$ cat config.mk
export PLATFORM = sky130hd
export DESIGN_NAME = mdma_reqsched
export DESIGN_NICKNAME = d
export VERILOG_FILES = /design/src/rtl/mdma_pkg.sv /design/src/rtl/mdma_rrarb.sv /design/src/rtl/mdma_reqsched.sv
export SDC_FILE = /design/constraint.sdc
export NUM_CORES = 1
export LEC_CHECK = 0
export CORE_MARGIN = 10
export CORE_UTILIZATION = 52
export DETAILED_ROUTE_END_ITERATION = 12
export PLACE_DENSITY = 0.81
export SKIP_CTS_REPAIR_TIMING = 1
export SYNTH_ARGS = -nofsm -noshare
export SYNTH_HDL_FRONTEND = slang
export SYNTH_SLANG_ARGS = --single-unit
$ cat constraint.sdc
create_clock -name clk -period 8.3 [get_ports clk]
set_clock_uncertainty 0.2 [all_clocks]
set_input_delay 1.66 -clock clk [delete_from_list [all_inputs] [get_ports clk]]
set_output_delay 1.66 -clock clk [all_outputs]
set_load 0.05 [all_outputs]
$ cat src/rtl/mdma_pkg.sv
// Shared types and default sizing for the uDMA request scheduler.
package mdma_pkg;

  localparam int MDMA_CHNLC = 8;
  localparam int MDMA_QW    = 4;
  localparam int MDMA_TOW   = 16;

  // Scheduler states: arbitrate, hold request, wait for transfer end.
  typedef enum logic [1:0] {
    IDLE = 2'd0,
    REQ  = 2'd1,
    ACT  = 2'd2
  } mdma_sched_st_e;

  // Per-channel configuration bundle.
  typedef struct packed {
    logic en;
    logic prio;
    logic single;
  } mdma_ch_cfg_t;

endpackage : mdma_pkg

$ cat src/rtl/mdma_rrarb.sv
// Combinational round-robin arbiter: searches upward from ptr, wrapping at N.
module mdma_rrarb #(
  parameter int N = 8,
  localparam int IW = (N > 1) ? $clog2(N) : 1
) (
  input  logic [N-1:0]  req,
  input  logic [IW-1:0] ptr,
  output logic [N-1:0]  gnt_oh,
  output logic [IW-1:0] gnt_idx,
  output logic          any
);

  // First requester at or after ptr wins; the search wraps once around.
  always_comb begin
    logic [IW-1:0] cand;
    logic          found;
    gnt_oh  = '0;
    gnt_idx = '0;
    found   = 1'b0;
    cand    = '0;
    for (int k = 0; k < N; k++) begin
      cand = IW'((int'(ptr) + k) % N);
      if (!found && req[cand]) begin
        found         = 1'b1;
        gnt_idx       = cand;
        gnt_oh[cand]  = 1'b1;
      end else begin
        found = found;
      end
    end
    any = found;
  end

endmodule : mdma_rrarb

$ cat src/rtl/mdma_reqsched.sv
// Request scheduler in front of the PL230 uDMA request interface.
// Queues per-channel events, arbitrates two priority levels with round-robin
// inside each level, keeps one request outstanding and reports overflow and
// request timeouts as sticky error bits.
module mdma_reqsched
  import mdma_pkg::*;
#(
  parameter int CHNLC = MDMA_CHNLC,
  parameter int QW    = MDMA_QW,
  parameter int TOW   = MDMA_TOW
) (
  input  logic                  clk,
  input  logic                  reset,
  input  logic [CHNLC-1:0]      ev_pulse,
  input  logic [CHNLC-1:0]      cfg_en,
  input  logic [CHNLC-1:0]      cfg_prio,
  input  logic [CHNLC-1:0]      cfg_single,
  input  logic [TOW-1:0]        cfg_timeout,
  input  logic                  err_clr,
  input  logic [CHNLC-1:0]      dma_active,
  input  logic [CHNLC-1:0]      dma_done,
  output logic [CHNLC-1:0]      dma_req,
  output logic [CHNLC-1:0]      dma_sreq,
  output logic [CHNLC*QW-1:0]   q_len,
  output logic [CHNLC-1:0]      q_ovf,
  output logic [CHNLC-1:0]      err_to,
  output logic                  busy
);

  localparam int IW = (CHNLC > 1) ? $clog2(CHNLC) : 1;
  localparam logic [IW-1:0]  LAST_IDX = IW'(CHNLC - 1);
  localparam logic [QW-1:0]  Q_MAX    = {QW{1'b1}};
  localparam logic [TOW-1:0] TO_MAX   = {TOW{1'b1}};

  // Next round-robin start position after a grant to idx.
  function automatic logic [IW-1:0] rr_next(input logic [IW-1:0] idx);
    logic [IW-1:0] nxt;
    if (idx == LAST_IDX) begin
      nxt = '0;
    end else begin
      nxt = idx + IW'(1'b1);
    end
    return nxt;
  endfunction

  mdma_ch_cfg_t     cfg_s [CHNLC];
  logic [CHNLC-1:0] en_s, prio_s, single_s, elig_s;
  logic [CHNLC-1:0] deq_s, to_set_s;

  mdma_sched_st_e   state_q, state_d;
  logic [IW-1:0]    gnt_q, gnt_d;
  logic [CHNLC-1:0] gnt_oh_q, gnt_oh_d;
  logic             lvl_q, lvl_d;
  logic [IW-1:0]    rr_hi_q, rr_hi_d, rr_lo_q, rr_lo_d;
  logic [TOW-1:0]   to_cnt_q, to_cnt_d;
  logic [CHNLC-1:0] act_prev_q;
  logic [CHNLC-1:0] dma_req_q, dma_req_d, dma_sreq_q, dma_sreq_d;
  logic [CHNLC-1:0] err_to_q, err_to_d;
  logic             busy_q;

  logic [CHNLC-1:0] hi_oh_s, lo_oh_s, arb_oh_s;
  logic [IW-1:0]    hi_idx_s, lo_idx_s, arb_idx_s;
  logic             hi_any_s, lo_any_s, arb_any_s;

  // Per-channel configuration bundle and queue counters.
  for (genvar i = 0; i < CHNLC; i++) begin : g_ch
    logic [QW-1:0] cnt_q, cnt_d;
    logic          ovf_q, ovf_d;
    logic          inc_s;

    assign cfg_s[i]    = '{en: cfg_en[i], prio: cfg_prio[i], single: cfg_single[i]};
    assign en_s[i]     = cfg_s[i].en;
    assign prio_s[i]   = cfg_s[i].prio;
    assign single_s[i] = cfg_s[i].single;
    assign inc_s       = ev_pulse[i] & en_s[i];
    assign elig_s[i]   = en_s[i] & (cnt_q != '0);

    // Queue count: disable clears, inc and dec cancel, saturate at max.
    always_comb begin
      cnt_d = cnt_q;
      ovf_d = ovf_q;
      if (!en_s[i]) begin
        cnt_d = '0;
      end else if (inc_s && !deq_s[i]) begin
        if (cnt_q == Q_MAX) begin
          cnt_d = cnt_q;
        end else begin
          cnt_d = cnt_q + QW'(1'b1);
        end
      end else if (!inc_s && deq_s[i]) begin
        if (cnt_q != '0) begin
          cnt_d = cnt_q - QW'(1'b1);
        end else begin
          cnt_d = '0;
        end
      end else begin
        cnt_d = cnt_q;
      end
      // Sticky overflow: a set in the same cycle as a clear wins.
      if (inc_s && !deq_s[i] && (cnt_q == Q_MAX)) begin
        ovf_d = 1'b1;
      end else if (err_clr) begin
        ovf_d = 1'b0;
      end else begin
        ovf_d = ovf_q;
      end
    end

    // Queue count and overflow registers.
    always_ff @(posedge clk) begin
      if (reset) begin
        cnt_q <= '0;
        ovf_q <= 1'b0;
      end else begin
        cnt_q <= cnt_d;
        ovf_q <= ovf_d;
      end
    end

    assign q_len[i*QW +: QW] = cnt_q;
    assign q_ovf[i]          = ovf_q;
  end

  mdma_rrarb #(.N(CHNLC)) u_arb_hi (
    .req     (elig_s & prio_s),
    .ptr     (rr_hi_q),
    .gnt_oh  (hi_oh_s),
    .gnt_idx (hi_idx_s),
    .any     (hi_any_s)
  );

  mdma_rrarb #(.N(CHNLC)) u_arb_lo (
    .req     (elig_s & ~prio_s),
    .ptr     (rr_lo_q),
    .gnt_oh  (lo_oh_s),
    .gnt_idx (lo_idx_s),
    .any     (lo_any_s)
  );

  assign arb_any_s = hi_any_s | lo_any_s;
  assign arb_idx_s = hi_any_s ? hi_idx_s : lo_idx_s;
  assign arb_oh_s  = hi_any_s ? hi_oh_s : lo_oh_s;

  // Scheduler next state: grant capture, request hold, completion tracking.
  always_comb begin
    state_d  = state_q;
    gnt_d    = gnt_q;
    gnt_oh_d = gnt_oh_q;
    lvl_d    = lvl_q;
    rr_hi_d  = rr_hi_q;
    rr_lo_d  = rr_lo_q;
    to_cnt_d = to_cnt_q;
    deq_s    = '0;
    to_set_s = '0;
    case (state_q)
      IDLE: begin
        if (arb_any_s) begin
          state_d  = REQ;
          gnt_d    = arb_idx_s;
          gnt_oh_d = arb_oh_s;
          lvl_d    = hi_any_s;
          to_cnt_d = '0;
        end else begin
          state_d = IDLE;
        end
      end
      REQ: begin
        if (!en_s[gnt_q]) begin
          // Queue is cleared by the disable path; nothing to dequeue here.
          state_d = IDLE;
        end else if (dma_active[gnt_q]) begin
          state_d = ACT;
        end else if ((cfg_timeout != '0) && (to_cnt_q >= cfg_timeout)) begin
          to_set_s[gnt_q] = 1'b1;
          deq_s[gnt_q]    = 1'b1;
          state_d         = IDLE;
        end else begin
          to_cnt_d = (to_cnt_q == TO_MAX) ? to_cnt_q : (to_cnt_q + TOW'(1'b1));
        end
      end
      ACT: begin
        // Either dma_done or active dropping ends the transfer, whichever comes first.
        if (dma_done[gnt_q] || (act_prev_q[gnt_q] && !dma_active[gnt_q])) begin
          deq_s[gnt_q] = 1'b1;
          state_d      = IDLE;
          if (lvl_q) begin
            rr_hi_d = rr_next(gnt_q);
          end else begin
            rr_lo_d = rr_next(gnt_q);
          end
        end else begin
          state_d = ACT;
        end
      end
      default: begin
        state_d = IDLE;
      end
    endcase
  end

  // Request lines follow the next state so they change only at clock edges.
  always_comb begin
    dma_req_d  = '0;
    dma_sreq_d = '0;
    if (state_d == REQ) begin
      dma_req_d  = gnt_oh_d & ~single_s;
      dma_sreq_d = gnt_oh_d & single_s;
    end else begin
      dma_req_d  = '0;
      dma_sreq_d = '0;
    end
    err_to_d = to_set_s | (err_clr ? {CHNLC{1'b0}} : err_to_q);
  end

  // Scheduler state and registered outputs.
  always_ff @(posedge clk) begin
    if (reset) begin
      state_q    <= IDLE;
      gnt_q      <= '0;
      gnt_oh_q   <= '0;
      lvl_q      <= 1'b0;
      rr_hi_q    <= '0;
      rr_lo_q    <= '0;
      to_cnt_q   <= '0;
      act_prev_q <= '0;
      dma_req_q  <= '0;
      dma_sreq_q <= '0;
      err_to_q   <= '0;
      busy_q     <= 1'b0;
    end else begin
      state_q    <= state_d;
      gnt_q      <= gnt_d;
      gnt_oh_q   <= gnt_oh_d;
      lvl_q      <= lvl_d;
      rr_hi_q    <= rr_hi_d;
      rr_lo_q    <= rr_lo_d;
      to_cnt_q   <= to_cnt_d;
      act_prev_q <= dma_active;
      dma_req_q  <= dma_req_d;
      dma_sreq_q <= dma_sreq_d;
      err_to_q   <= err_to_d;
      busy_q     <= (state_d != IDLE);
    end
  end

  assign dma_req  = dma_req_q;
  assign dma_sreq = dma_sreq_q;
  assign err_to   = err_to_q;
  assign busy     = busy_q;

endmodule : mdma_reqsched

Word-level counts from Yosys, hierarchy flattened:

Cells that the tools add are included.

* flip-flop bits (word level): 109
* RAM bits: 0
* output and inout port bits: 65
* memories kept: 0
* bits in latches: 0
* ROM bits: 0
* word-level logic and storage cells: 494

* equal/unequal tests: 26
* order comparisons: 35
* div/mod/pow operators: 0
* add/sub/neg operators: 32
* reductions and logical operators: 138
* shifts and indexed selects: 0
* multiply operators: 0
* bitwise gates (word level): 48
* muxes and demuxes: 187

Operator list (count)
* 8-bit two-way mux: 25
* 4-bit two-way mux: 32
* 8-bit OR: 15
* 16-bit two-way mux: 5
* 3-bit by 4-bit less-than comparator with 1-bit output (second input constant): 17
* 1-bit two-way mux: 63
* 1-bit binary-select mux with 3-bit select: 20
* 1-bit logical AND: 57
* 3-bit two-way mux: 18
* 1-bit demux with 3-bit select: 17
* 3-bit by 1-bit greater-or-equal comparator with 1-bit output (second input constant): 17
* 2-bit nonzero test: 18
* 4-bit by 1-bit adder with 4-bit output (second input constant): 8
* 8-bit bitwise AND: 4
* 4-bit equality test (second input constant): 8
* 16-bit case mux with 2 select lines: 1
* 4-bit nonzero test: 8
* 4-bit by 1-bit subtractor with 4-bit output (second input constant): 8
* 1-bit logical NOT: 31
* 2-bit inequality test (second input constant): 13
* 3-bit adder (second input constant): 8
* 2-bit AND reduction: 9
* 2-bit OR reduction: 9
* 16-bit by 1-bit adder with 16-bit output (second input constant): 1
* 19 further kinds: 54

Depth between registers and ports, before layout:

* depth in word-level cells: 33
* gate-level depth with buffers: 16
* depth with buffers taken out: 12

Modules after synthesis:

From an unflattened synthesis, not the netlist that was laid out.

* cells, all modules: 1067
* area, all modules: 8934.8 µm²

By module, submodules not included
* mdma_reqsched: seq. area each 2182.1 µm², instances 1, area each 6448.7 µm², cells each 786
* mdma_rrarb (u_arb_hi): seq. area each 0.0 µm², instances 1, area each 1258.7 µm², cells each 132
* mdma_rrarb (u_arb_lo): seq. area each 0.0 µm², instances 1, area each 1227.4 µm², cells each 149

Worst setup path after synthesis:

OpenSTA, ideal clock, no wires.

* path kind: in2reg
* start point: input port cfg_en[7]
* end point: register to_cnt_q[10]
* arrival: 4501 ps
* setup slack: 3484 ps
* library setup time: 115 ps
* cell stages on the path: 12
* data required time: 7985 ps
* path through: clkbuf_1 nand3b_1 o32ai_1 a211o_1 a311oi_2 nand4b_4 or4_4 o41ai_4 buf_2 nor3_1 xnor2_1 nor2_1

* cells in the longest elaborated chain, start to end: 29
* elaborated cells on any way between the ends: 85

Ends and longest elaborated chain
* start, declared: line mdma_reqsched.sv:15 `input logic [CHNLC-1:0] cfg_en,`
* 1-bit bitwise AND: line mdma_reqsched.sv:76 `assign elig_s[i] = en_s[i] & (cnt_q != '0);`
* 8-bit bitwise AND, on equally long branches: line mdma_reqsched.sv:125, mdma_reqsched.sv:133
* 1-bit binary-select mux with 3-bit select: line mdma_rrarb.sv:23 `if (!found && req[cand]) begin`
* 1-bit two-way mux (implied by the code): line mdma_rrarb.sv:23
* 1-bit two-way mux: line mdma_rrarb.sv:23
* 1-bit logical NOT: line mdma_rrarb.sv:23
* 1-bit logical AND: line mdma_rrarb.sv:23
* 1-bit two-way mux: line mdma_rrarb.sv:23
* [... 13 more ...]
* 1-bit logical AND: line mdma_rrarb.sv:23
* 1-bit two-way mux: line mdma_rrarb.sv:23
* 1-bit logical NOT: line mdma_rrarb.sv:23
* 1-bit logical AND: line mdma_rrarb.sv:23
* 1-bit two-way mux: line mdma_rrarb.sv:23
* 1-bit OR: line mdma_reqsched.sv:140 `assign arb_any_s = hi_any_s | lo_any_s;`
* 2-bit inequality test (no source line)
* 6-bit AND reduction (no source line) *
* end signal, assigned: line mdma_reqsched.sv:237 `to_cnt_q <= to_cnt_d;`
* end, declared: line mdma_reqsched.sv:55 `logic [TOW-1:0] to_cnt_q, to_cnt_d;`

Mark *: on every way between the ends. The rest lies on a longest branch, timed or not. The select of a mux whose other input is x is not followed.
A chain may end at the register's enable or synchronous reset.

Worst setup path after layout:

* start point: input port cfg_en[4]
* end point: register dma_sreq_q[5] (netlist: dma_sreq[5])

* cells in the longest elaborated chain, start to end: 32
* elaborated cells on any way between the ends: 122

Ends and longest elaborated chain
* 1-bit bitwise AND: line mdma_reqsched.sv:76
* 8-bit bitwise AND, on equally long branches: line mdma_reqsched.sv:125, mdma_reqsched.sv:133
* 1-bit binary-select mux with 3-bit select: line mdma_rrarb.sv:23
* 1-bit two-way mux (implied by the code): line mdma_rrarb.sv:23
* 1-bit two-way mux: line mdma_rrarb.sv:23
* 1-bit logical NOT: line mdma_rrarb.sv:23
* 1-bit logical AND: line mdma_rrarb.sv:23
* 1-bit two-way mux: line mdma_rrarb.sv:23
* [... 16 more ...]
* 1-bit logical AND: line mdma_rrarb.sv:23
* 1-bit two-way mux: line mdma_rrarb.sv:23
* 1-bit OR: line mdma_reqsched.sv:140
* 1-bit two-way mux: line mdma_reqsched.sv:157 `if (arb_any_s) begin`
* 2-bit case mux with 3 select lines: line mdma_reqsched.sv:155 `case (state_q)`
* 2-bit by 1-bit equality test with 1-bit output: line mdma_reqsched.sv:205 `if (state_d == REQ) begin`
* 1-bit NOT (no source line)
* 2-bit OR reduction (no source line)
* end signal, assigned: line mdma_reqsched.sv:240 `dma_sreq_q <= dma_sreq_d;`
* end, declared: line mdma_reqsched.sv:57 `logic [CHNLC-1:0] dma_req_q, dma_req_d, dma_sreq_q, dma_sreq_d;`

Parallel ways exist; a longest one is shown, timed or not. The select of a mux whose other input is x is not followed.

==> impl_metrics.env <==
export IMPL_status="finished with violations"
export IMPL_violations="max-capacitance violations, max-slew violations"
export IMPL_clk_path_buf_depth=2
export IMPL_via_per_inst=6.66
export IMPL_drv_cap=1
export IMPL_grt_pass1_vias=10700
export IMPL_rsz0062_at_grt="no"
export IMPL_final_cells=1716
export IMPL_report_final_slew_viol_count=2
export IMPL_grt_usage_pct=27.0
export IMPL_cts_htree_levels=3
export IMPL_async_flop_share_pct=0
export IMPL_setup_viol=0
export IMPL_drive_gt1_share_pct=6.97
export IMPL_crit_arrival_ns=6.26
export IMPL_peakVddDrop_mv=0.150
export IMPL_layout_min_cycle_time_ns=6.25
export IMPL_hold_ws_ns=0.265
export IMPL_ys_warn_count=0
export IMPL_max_freq_ghz=0.160
export IMPL_cp_start_kind="input pin"
export IMPL_dieWidth_um=161
export IMPL_worstPathMaxFanout=16
export IMPL_antenna_found_initial=1
export IMPL_worst_setup_path_end_kind="flop"
export IMPL_area_growth_pct=16.9
export IMPL_die_h_um=161
export IMPL_die_area_um2=25800
export IMPL_grt_max_degree=67
export IMPL_hpwlAfterDp_um=27700
export IMPL_nets=1563
export IMPL_hold_violations=0
export IMPL_grt_pass1_wl_um=57800
export IMPL_yosys_mux_area_fraction_pct=9.85
export IMPL_syn_area_um2=10300
export IMPL_synthXorXnorAreaFrac_pct=1.19
export IMPL_final_cell_mix="168 x nor2_1, 134 x nand2_1, 130 x clkdlybuf4s50_1"
export IMPL_min_path_type="reg -> reg"
export IMPL_synth_compound_area_share_pct=25.1
export IMPL_post_drt_wl_per_cell_um=21.4
export IMPL_drt_pre_antenna_iters=6
export IMPL_cts_tree="done"
export IMPL_mostFrequentLayoutCell="nor2_1"
export IMPL_crit_type="in -> reg"
export IMPL_io_pins=132
export IMPL_synthAdderAreaFrac_pct=6.20
export IMPL_synthSimpleGateAreaFrac_pct=30.5
export IMPL_ant_nets=0
export IMPL_cts_root_buf="clkbuf_16"
export IMPL_route_vias_total=11400
export IMPL_r2r_slack_ns=2.23
export IMPL_clock_latency_ns=0.37
export IMPL_drt_iter0_markers=1447
export IMPL_timing_final_crit_share_pct=75.4
export IMPL_synth_edff_count=0
export IMPL_power_density_nw_per_um2=121
export IMPL_fillers=1734
export IMPL_dominantRegCellSynth="dfxtp_1"
export IMPL_p_leak_nw=4.29
export IMPL_synth_top_family_by_area="simple AND/OR/NAND/NOR gates"
export IMPL_worst_pin_slew_ns=1.51
export IMPL_clk_pin_slew_ns=0.08
export IMPL_tns_ns=0
export IMPL_synthDistinctLibCells=96
export IMPL_cts_buffers=9
export IMPL_overflow=0
export IMPL_netlist_instances=1366
export IMPL_start_util_pct=52.8
export IMPL_dp_cells=1699
export IMPL_rows=51
export IMPL_clock_sinks=109
export IMPL_synth_seq_area_share_pct=21.2
export IMPL_gp_congestion=1.06
export IMPL_portBuffers=131
export IMPL_drcViolationCount=0
export IMPL_core_um2=19500
export IMPL_required_ns=8.31
export IMPL_ys_seq_elements=109
export IMPL_syn_nets=1484
export IMPL_slew_headroom_pct=-3.31
export IMPL_totalWireLength_um=36800
export IMPL_avgSynthCellArea_um2=7.53
==> layout make-up <==
cell class | count | area [um2] | share of cell area, %
repair buffers | 149 | 1440 | 12.0
diodes | 1 | 2.50 | 0.0208
multi-input cells | 1110 | 7490 | 62.3
clock inverters | 7 | 101 | 0.843
flip-flops and latches | 109 | 2180 | 18.1
clock buffers | 9 | 225 | 1.87
inverters | 66 | 248 | 2.06
well taps | 265 | 332 | 2.76
==> registers in the layout, indices dropped and copies added, names as in the netlist, 2 cells and up <==
signal	cells
g_ch.cnt_q	32
to_cnt_q	16
act_prev_q	8
dma_req	8
dma_sreq	8
err_to	8
g_ch.ovf_q	8
gnt_oh_q	8
gnt_q	3
rr_hi_q	3
rr_lo_q	3
state_q	2
==> cell families (layout without fill, tap and decap cells) <==
| kind of cell | count (synthesis) | count (layout) |
|---|---|---|
| mux | 74 | 74 |
| xor+xnor | 14 | 14 |
| flops | 109 | 109 |
| simple gates | 614 | 614 |
| buf+inv | 147 | 231 |
| compound gates | 357 | 357 |
| other cells | 0 | 1 |
| fa+ha+maj | 51 | 51 |
==> critical path: stages <==
cell	delay, ns
clkdlybuf4s50_1	0.65
nor3b_1	0.63
mux2i_1	0.15
mux4_2	0.69
nand3_1	0.35
o221ai_1	0.19
a2111oi_0	1.28
nand3_1	0.21
o311ai_0	0.25
a21boi_0	0.19
==> synth_stat cells (all sizes together), types with 10 or more instances <==
cell	number	share of area [%]
ha	51	6.2
xnor2	11	0.94
a221oi	16	1.5
a21o	14	1.0
nor2	169	6.2
a22oi	14	1.0
nand2	134	4.9
a31oi	26	1.6
o22ai	28	1.7
a211oi	26	1.9
or2	11	0.67
nand3b	11	0.80
mux2i	45	4.4
a21oi	64	3.1
inv	60	2.2
o311ai	10	0.85
mux4	21	4.6
o31ai	14	1.1
nor2b	29	1.8
nand2b	29	1.8
clkbuf	48	1.8
nor3	45	2.2
dfxtp	109	21
nand3	57	2.8
o211ai	10	0.73
nand4	27	1.6
buf	33	1.8
nor3b	20	1.9
nor4	26	1.6
o21ai	44	2.1
and3	11	0.67
==> routing by layer <==
metal	global-route usage, %	vias up	wire length, um
li1	-	5289	-
met1	33.9	5371	14700
met2	43.1	655	17100
met3	5.27	118	3290
met4	13.7	0	1740
met5	0	-	0
==> path summary, 6_finish.rpt <==
kind / start / endpoint / cells past startpoint
max: cfg_en[4] / dma_sreq[5] / 10
min: g_ch[2].ovf_q / g_ch[2].ovf_q / 2
max reg2reg: rr_lo_q[1] / dma_sreq[5] / 12
min reg2reg: g_ch[2].ovf_q / g_ch[2].ovf_q / 2
==> stage by stage <==
stage               setup slack, ns  area, um2  power (W)  util (%)
floorplan                      3.48      10300   0.000851         -
global placement               2.18      11700   0.000980      60.1
detailed placement             2.18      11700   0.000984      60.1
CTS                            2.48      12000    0.00145      61.8
global route                   1.99      12000    0.00151      61.8
finish                         2.05      12000    0.00146      61.8
==> power by group <==
group / switching, W / leakage [nW] / internal [W] / total (W)
sequential: 0.0000210 / 0.882 / 0.000540 / 0.000561
combinational: 0.000267 / 3.26 / 0.000159 / 0.000426
clock: 0.000227 / 0.156 / 0.000245 / 0.000472
total: 0.000515 / 4.29 / 0.000945 / 0.00146
Note: power is estimated with default switching activity, not from simulation.
